--- config.mk ---
export PLATFORM = sky130hd
export DESIGN_NAME = time_set_controller
export DESIGN_NICKNAME = d
export VERILOG_FILES = /design/src/rtl/time_set_controller.sv
export SDC_FILE = /design/constraint.sdc
export NUM_CORES = 1
export LEC_CHECK = 0
export BUFFER_PORTS_ARGS = -buffer_cell sky130_fd_sc_hd__buf_2
export CAP_MARGIN = 15
export CORE_MARGIN = 5
export CORE_UTILIZATION = 55
export CTS_BUF_LIST = sky130_fd_sc_hd__clkbuf_2 sky130_fd_sc_hd__clkbuf_4 sky130_fd_sc_hd__clkbuf_8
export DETAILED_ROUTE_END_ITERATION = 16
export GPL_TIMING_DRIVEN = 0
export PLACE_DENSITY = 0.79
export SYNTH_ARGS = -nofsm -noshare
export SYNTH_HDL_FRONTEND = slang
export SYNTH_SLANG_ARGS = --single-unit
--- constraint.sdc ---
create_clock -name clock -period 7 [get_ports clock]
set_clock_uncertainty 0.05 [all_clocks]
set_input_delay 1.4 -clock clock [delete_from_list [all_inputs] [get_ports clock]]
set_output_delay 1.4 -clock clock [all_outputs]
set_load 0.03 [all_outputs]
--- src/rtl/time_set_controller.sv ---
// time_set_controller
// Front-panel HH:MM setting FSM driven by two debounced buttons (MODE, INC).
// RUN -> SET_HR -> SET_MIN -> COMMIT -> RUN. The module snapshots the running
// time, lets the user edit the hours and then the minutes, and commits the
// edited time to the clock counter with a one-cycle load strobe.
// If no button edge arrives for TIMEOUT_CYCLES in an edit state, the edit is
// abandoned without loading.
// Optional feature macro: BLINK_EN. When it is defined, blank_hr and blank_min
// blink the field being edited with a half-period of BLINK_CYCLES. When it is
// undefined, both outputs are tied low.
module time_set_controller #(
    parameter int TIMEOUT_CYCLES = 1000,
    parameter int BLINK_CYCLES   = 50
) (
    input  logic       clock,
    input  logic       reset,
    input  logic       mode_btn,
    input  logic       inc_btn,
    input  logic [1:0] cur_ms_hr,
    input  logic [3:0] cur_ls_hr,
    input  logic [2:0] cur_ms_min,
    input  logic [3:0] cur_ls_min,
    output logic       load,
    output logic [1:0] load_ms_hr,
    output logic [3:0] load_ls_hr,
    output logic [2:0] load_ms_min,
    output logic [3:0] load_ls_min,
    output logic       edit_active,
    output logic       blank_hr,
    output logic       blank_min
);

    typedef enum logic [1:0] {
        RUN     = 2'd0,
        SET_HR  = 2'd1,
        SET_MIN = 2'd2,
        COMMIT  = 2'd3
    } state_t;

    localparam int TO_W = (TIMEOUT_CYCLES > 1) ? $clog2(TIMEOUT_CYCLES) : 1;
    localparam logic [TO_W-1:0] TO_LAST = TO_W'(TIMEOUT_CYCLES - 1);

    state_t          state;
    state_t          next_state;
    logic            mode_prev;
    logic            inc_prev;
    logic            mode_edge;
    logic            inc_edge;
    logic [TO_W-1:0] timeout_cnt;
    logic            timed_out;

    logic [1:0] edit_ms_hr;
    logic [3:0] edit_ls_hr;
    logic [2:0] edit_ms_min;
    logic [3:0] edit_ls_min;

    logic [5:0] hr_val;
    logic [6:0] min_val;
    logic [1:0] hr_inc_ms;
    logic [3:0] hr_inc_ls;
    logic [2:0] min_inc_ms;
    logic [3:0] min_inc_ls;

    // Each button acts once per press: only a rising edge counts.
    assign mode_edge = mode_btn & ~mode_prev;
    assign inc_edge  = inc_btn & ~inc_prev;
    assign timed_out = (timeout_cnt == TO_LAST);

    // Remember the previous button levels so that edges can be detected.
    // NOTE: registers use non-blocking assignments, so every flop samples its
    // inputs from the same clock edge, independent of the order of statements.
    always_ff @(posedge clock) begin
        if (reset) begin
            mode_prev <= 1'b0;
            inc_prev  <= 1'b0;
        end else begin
            mode_prev <= mode_btn;
            inc_prev  <= inc_btn;
        end
    end

    // State register.
    always_ff @(posedge clock) begin
        if (reset) state <= RUN;
        else       state <= next_state;
    end

    // Next-state and Moore outputs. MODE has priority over INC.
    // NOTE: every output of this block gets a default first, so no path can
    // leave one unassigned and infer a latch.
    always_comb begin
        next_state  = state;
        load        = 1'b0;
        edit_active = 1'b0;
        case (state)
            RUN: begin
                if (mode_edge) next_state = SET_HR;
            end
            SET_HR: begin
                edit_active = 1'b1;
                if (mode_edge)                  next_state = SET_MIN;
                else if (!inc_edge && timed_out) next_state = RUN;
            end
            SET_MIN: begin
                edit_active = 1'b1;
                if (mode_edge)                  next_state = COMMIT;
                else if (!inc_edge && timed_out) next_state = RUN;
            end
            COMMIT: begin
                load       = 1'b1;
                next_state = RUN;
            end
            default: next_state = RUN;
        endcase
    end

    // Inactivity timer. It restarts on every state change and on every button edge.
    always_ff @(posedge clock) begin
        if (reset)
            timeout_cnt <= '0;
        else if ((next_state != state) || mode_edge || inc_edge)
            timeout_cnt <= '0;
        else if (edit_active)
            timeout_cnt <= timeout_cnt + TO_W'(1);
    end

    // Binary values of the edited fields. Any snapshot at or above the top of
    // its range wraps to 00 on the next INC, which also catches illegal values.
    assign hr_val  = 6'(edit_ms_hr) * 6'd10 + 6'(edit_ls_hr);
    assign min_val = 7'(edit_ms_min) * 7'd10 + 7'(edit_ls_min);

    // BCD increment of the hours field, 00..23.
    always_comb begin
        hr_inc_ms = edit_ms_hr;
        hr_inc_ls = edit_ls_hr;
        if (hr_val >= 6'd23) begin
            hr_inc_ms = 2'd0;
            hr_inc_ls = 4'd0;
        end else if (edit_ls_hr >= 4'd9) begin
            hr_inc_ms = edit_ms_hr + 2'd1;
            hr_inc_ls = 4'd0;
        end else begin
            hr_inc_ls = edit_ls_hr + 4'd1;
        end
    end

    // BCD increment of the minutes field, 00..59. It never carries into the hours.
    always_comb begin
        min_inc_ms = edit_ms_min;
        min_inc_ls = edit_ls_min;
        if (min_val >= 7'd59) begin
            min_inc_ms = 3'd0;
            min_inc_ls = 4'd0;
        end else if (edit_ls_min >= 4'd9) begin
            min_inc_ms = edit_ms_min + 3'd1;
            min_inc_ls = 4'd0;
        end else begin
            min_inc_ls = edit_ls_min + 4'd1;
        end
    end

    // Edit registers: snapshot on entering SET_HR, then step the active field
    // on INC. An INC edge that coincides with a MODE edge is discarded.
    always_ff @(posedge clock) begin
        if (reset) begin
            edit_ms_hr  <= '0;
            edit_ls_hr  <= '0;
            edit_ms_min <= '0;
            edit_ls_min <= '0;
        end else begin
            case (state)
                RUN: begin
                    if (mode_edge) begin
                        edit_ms_hr  <= cur_ms_hr;
                        edit_ls_hr  <= cur_ls_hr;
                        edit_ms_min <= cur_ms_min;
                        edit_ls_min <= cur_ls_min;
                    end
                end
                SET_HR: begin
                    if (inc_edge && !mode_edge) begin
                        edit_ms_hr <= hr_inc_ms;
                        edit_ls_hr <= hr_inc_ls;
                    end
                end
                SET_MIN: begin
                    if (inc_edge && !mode_edge) begin
                        edit_ms_min <= min_inc_ms;
                        edit_ls_min <= min_inc_ls;
                    end
                end
                default: ;
            endcase
        end
    end

    // The load value always shows the edit registers. It is valid whenever load is high.
    assign load_ms_hr  = edit_ms_hr;
    assign load_ls_hr  = edit_ls_hr;
    assign load_ms_min = edit_ms_min;
    assign load_ls_min = edit_ls_min;

`ifdef BLINK_EN
    localparam int BL_W = (BLINK_CYCLES > 1) ? $clog2(BLINK_CYCLES) : 1;
    localparam logic [BL_W-1:0] BL_LAST = BL_W'(BLINK_CYCLES - 1);

    logic [BL_W-1:0] blink_cnt;
    logic            blink_phase;

    // Blink timer: it flips the phase every BLINK_CYCLES while editing and
    // restarts from phase 0 on every state change.
    always_ff @(posedge clock) begin
        if (reset || (next_state != state)) begin
            blink_cnt   <= '0;
            blink_phase <= 1'b0;
        end else if (edit_active) begin
            if (blink_cnt == BL_LAST) begin
                blink_cnt   <= '0;
                blink_phase <= ~blink_phase;
            end else begin
                blink_cnt <= blink_cnt + BL_W'(1);
            end
        end
    end

    assign blank_hr  = blink_phase & (state == SET_HR);
    assign blank_min = blink_phase & (state == SET_MIN);
`else
    // Without blinking the blink period has no use. It is folded into a sink
    // signal so that the parameter stays referenced.
    logic unused_blink_cfg;
    assign unused_blink_cfg = ^BLINK_CYCLES;
    assign blank_hr  = 1'b0;
    assign blank_min = 1'b0;
`endif

endmodule

Word-level counts from Yosys, hierarchy flattened
Index checks and enable logic that the tools add are counted.
Operators by class
  $add $sub $neg: 7
  $mul: 2
  $lt $le $gt $ge: 4
  equality and inequality tests: 10
  mux-type cells: 27
  bitwise logic cells: 4
  reduce and logical (&&, ||, !) cells: 15
Operators with widths (number)
  two-way mux 4 bit: 8
  two-way mux 2 bit: 8
  one-hot mux 4 bit (2 select lines): 2
  two-way mux 3 bit: 4
  adder 10 x 1 -> 10 bit, second input constant: 1
  == test 10 bit, second input constant: 1
  adder 4 x 1 -> 4 bit, second input constant: 2
  greater-or-equal comparator 4 bit, second input constant: 2
  one-hot mux 2 bit (4 select lines): 1
  AND reduction 4 bit: 2
  adder 7 x 4 -> 7 bit: 1
  greater-or-equal comparator 7 x 6 -> 1 bit, second input constant: 1
  adder 6 x 4 -> 6 bit: 1
  greater-or-equal comparator 6 x 5 -> 1 bit, second input constant: 1
  multiplier 3 x 3 -> 6 bit, second input constant: 1
  inequality test 2 bit, second input constant: 3
  inequality test 3 bit, second input constant: 2
  one-hot mux 3 bit (2 select lines): 1
  AND reduction 3 bit: 2
  multiplier 2 x 3 -> 5 bit, second input constant: 1
  == test 2 bit, second input constant: 2
  one-hot mux 2 bit (2 select lines): 1
  nonzero test 2 bit: 2
  OR reduction 2 bit: 2
  11 further kinds: 17
Word-level totals
  register bits: 27
  input bits: 17
  output and inout port bits: 17
  logic and storage cells: 77

Longest topological paths before layout
  depth after elaboration: 11
  gate-level depth with buffers: 9
  mapped depth without buffers: 9

Least setup slack after synthesis
Ideal clock, no wire load.
  path kind: input-to-reg
  start point: input mode_btn
  end point: register edit_ls_min[3] (netlist: load_ls_min[3])
  library setup time: 128 ps
  data arrival time: 2517 ps
  setup slack: 4306 ps
  stages on the path: 6
  buffers on the path: 0
  cells stage by stage: and2b_1 nor3_2 a21oi_1 o31ai_1 a222oi_1 nor2_1
On the way
  cells in the longest elaborated chain, start to end: 5
Ends and longest elaborated chain
  start, declared: RTL line 17  | input logic mode_btn,
  bitwise AND 1 bit *: RTL line 65  | assign mode_edge = mode_btn & ~mode_prev;
  zero test 1 bit: RTL line 187  | if (inc_edge && !mode_edge) begin
  logical AND 1 bit: RTL line 187
  inequality test 2 bit (no source line)
  AND reduction 3 bit (no source line) *
  end signal, assigned: RTL line 177  | edit_ls_min <= cur_ls_min;
  end signal, assigned: RTL line 189  | edit_ls_min <= min_inc_ls;
  end, declared: RTL line 55  | logic [3:0] edit_ls_min;
Mark *: on every way between the ends. The rest lies on a longest branch, timed or not.
A chain may end at the register's enable or synchronous reset.

Worst setup path after layout
  start point: register state[1]
  end point: output edit_active
On the way
  cells in the longest elaborated chain, start to end: 3
Ends and longest elaborated chain
  start, declared: RTL line 43  | state_t state;
  start signal, assigned: RTL line 85  | else state <= next_state;
  == test 2 bit / == test 2 x 1 -> 1 bit (equally long branches): RTL line 95  | case (state)
  OR reduction 2 bit (no source line) *
  two-way mux 1 bit *: RTL line 95
  end, declared: RTL line 28  | output logic edit_active,
Marks and branches as above.

==> metrics.cfg <==
[clocking]
ctsResizeCount=0
clock_latency_ns=0.33
cts_buffers=3
cts_setup_buffers=0
postCtsHoldBufs=0
cts_tree=built
clkSinkCount=27
root_buffer=clkbuf_4
cts_htree_levels=1
clkTransAtPathRegs_ns=0.15
clockBufferDepth=2

[placed_design]
gp_congestion=0.8585
place_ws_ns=3.945
port_buffers=30
dp_hpwl_um=3097

[critical_path]
cp-start-kind=flop
crit_arrival_ns=1.51
r2r_end=load_ms_min[2]
worst_setup_path_end_kind=output pin
r2r-start=load_ms_min[0]
cp.required_ns=5.55
crit_start=state[1]
rr_worst_depth=8
crit_type=flop to output pin
critPathMaxFanout=6
r2r_slack_ns=4.53
crit_end=edit_active

[global_routing]
antenna_found_initial=0
gr-usage-all-layers_pct=16.99
grt_pass1_vias=1647
grt-ovfl-total=0
grt_pass1_wl_um=7072
grt_max_degree=17

[logic_synthesis]
synth_cells=220
ys_seq_elements=27
synthDistinctLibCells=53
netlist_area_sq_um=1916
synth-edff-count=0
ys_async_sr_fraction_pct=0
postSynthAreaPerCell_sq_um=8.707
synth-main-ff-cell=dfxtp_1
yosysSeqAreaShare_pct=28.22
synth_warnings=0

[worst_hold_path]
hold_path.class=flop to flop
holdPathStages=2

[power_and_ir_drop]
power_leakage_nw=0.9314
p_per_area_nw_per_um2=165.3
peakVddDrop_uv=94.04

[final_layout]
multi_input_area_sq_um=1297
num_antenna_cells=0
ff_latch_area_sq_um=540.5
fillers=328
synthToLayoutAreaGrowth_pct=12.61
final_common_cell=buf_2
nets=297
layout_common_cells=buf_2, dfxtp_1, ha_1
utilization_pct=64.14
drive_gt1_share_pct=18.82

[timing]
worst_slack_ns=4.040
hold_viol_final=0
tns_ns=0
period_needed_ns=2.960
max_slew.worst_pin.slew_ns=0.8113
clock.fmax_ghz=0.3379
fin_crit_sh_pct=42.28
rsz0062_at_grt=false
hold_ws_ns=0.4904
slew_headroom_pct=45.45
setup_viol=0
slew_violations=0

[route]
drc_errors=0
firstDrtPassIters=4
wl_um=4008
avgRoutedWirePerCell_um=13.32
vias=1696
vias_per_cell=5.635
drt_iter0_drc=113
final_antenna_net_count=0

[floorplan]
die_w_um=69.02
coreArea_sq_um=3363
die_h_um=69.02
die_area_sq_um=4763
ios=34
start_util_pct=56.96
rows=21

[status]
status=complete, no violations

[run]
maxCapViolations=0

Yosys cell counts (2+ instances only):
cell	number	area, sq um
nand3b_1	2	15.01
buf_4	2	15.01
and3_1	4	25.02
nand2_1	12	45.04
fa_1	2	40.04
nand2b_1	4	25.02
a21oi_1	20	100.1
a221oi_1	5	43.79
a22oi_1	2	15.01
a31oi_1	2	12.51
and2_2	2	15.01
o21ai_0	5	25.02
buf_2	2	10.01
a21o_1	2	15.01
nand3_1	12	60.06
clkbuf_1	2	7.510
inv_1	13	48.80
nor3b_1	3	22.52
nor2_1	17	63.81
xnor2_1	7	61.31
dfxtp_1	27	540.5
nand4_1	4	25.02
xor2_1	6	52.55
a211oi_1	6	45.04
nor2b_1	5	31.28
ha_1	22	275.3
o211a_1	2	20.02
o31ai_1	3	22.52
worst max-delay path: stages, from the launching register on:
cell     delay [ns]
dfxtp_1        0.45
inv_1          0.09
ha_1           0.40
buf_2          0.24
metrics by stage:
| stage | cells | area, sq um | power (mW) |
|---|---|---|---|
| finish | 301 | 2157 | 0.3565 |
| global placement | 297 | 2127 | 0.2839 |
| detailed placement | 297 | 2127 | 0.2867 |
| CTS | 301 | 2157 | 0.3568 |
| floorplan | 221 | 1919 | 0.2586 |
| global route | 301 | 2157 | 0.3760 |
worst min-delay path by stage:
stage | from | to | slack [ns]
global placement | timeout_cnt[8] | timeout_cnt[8] | 0.45
CTS | timeout_cnt[8] | timeout_cnt[8] | 0.50
detailed placement | timeout_cnt[8] | timeout_cnt[8] | 0.46
global route | timeout_cnt[3] | timeout_cnt[3] | 0.55
floorplan | timeout_cnt[8] | timeout_cnt[8] | 0.43
finish | timeout_cnt[8] | timeout_cnt[8] | 0.49
layout make-up:
cell class	count	share of cell area, %
plain buffers	6	1.508
flip-flops and latches	27	25.06
inverters	13	2.262
multi-input cells	175	60.15
clock inverters	1	0.3480
repair buffers	30	6.961
well taps	46	2.668
clock buffers	3	1.044
power breakdown:
group / leakage [nW] / internal (mW) / switching, mW
registers: 0.220 / 0.162 / 0.0142
logic: 0.697 / 0.0412 / 0.0663
clock network: 0.0139 / 0.0219 / 0.0507
total: 0.931 / 0.225 / 0.131
layer usage:
layer	routed length, um	track usage [%]	up-vias
met5	0	0	-
met4	15	4.338	0
met3	153	3.924	2
met2	1900	28.71	22
met1	1939	21.71	806
li1	-	-	866
flip-flops by register name, indices dropped and copies added (netlist names):
register and flops:
load_ls_hr 4, state 2, mode_prev 1, inc_prev 1, load_ms_hr 2, timeout_cnt 10, load_ls_min 4, load_ms_min 3
logic make-up (layout without fill, tap and decap cells):
group	after synthesis	count (layout)	share of synthesized area, %
and+or+nand+nor	74	74	21.68
AOI/OAI and AO/OA	61	61	22.73
DFF	27	27	28.22
adders and majority gates	24	24	16.46
buffers and inverters	19	53	4.246
xor gates and xnor gates	13	13	5.944
other	1	2	0.1958
muxes	1	1	0.5226
Note: power is estimated with default switching activity, not from simulation.
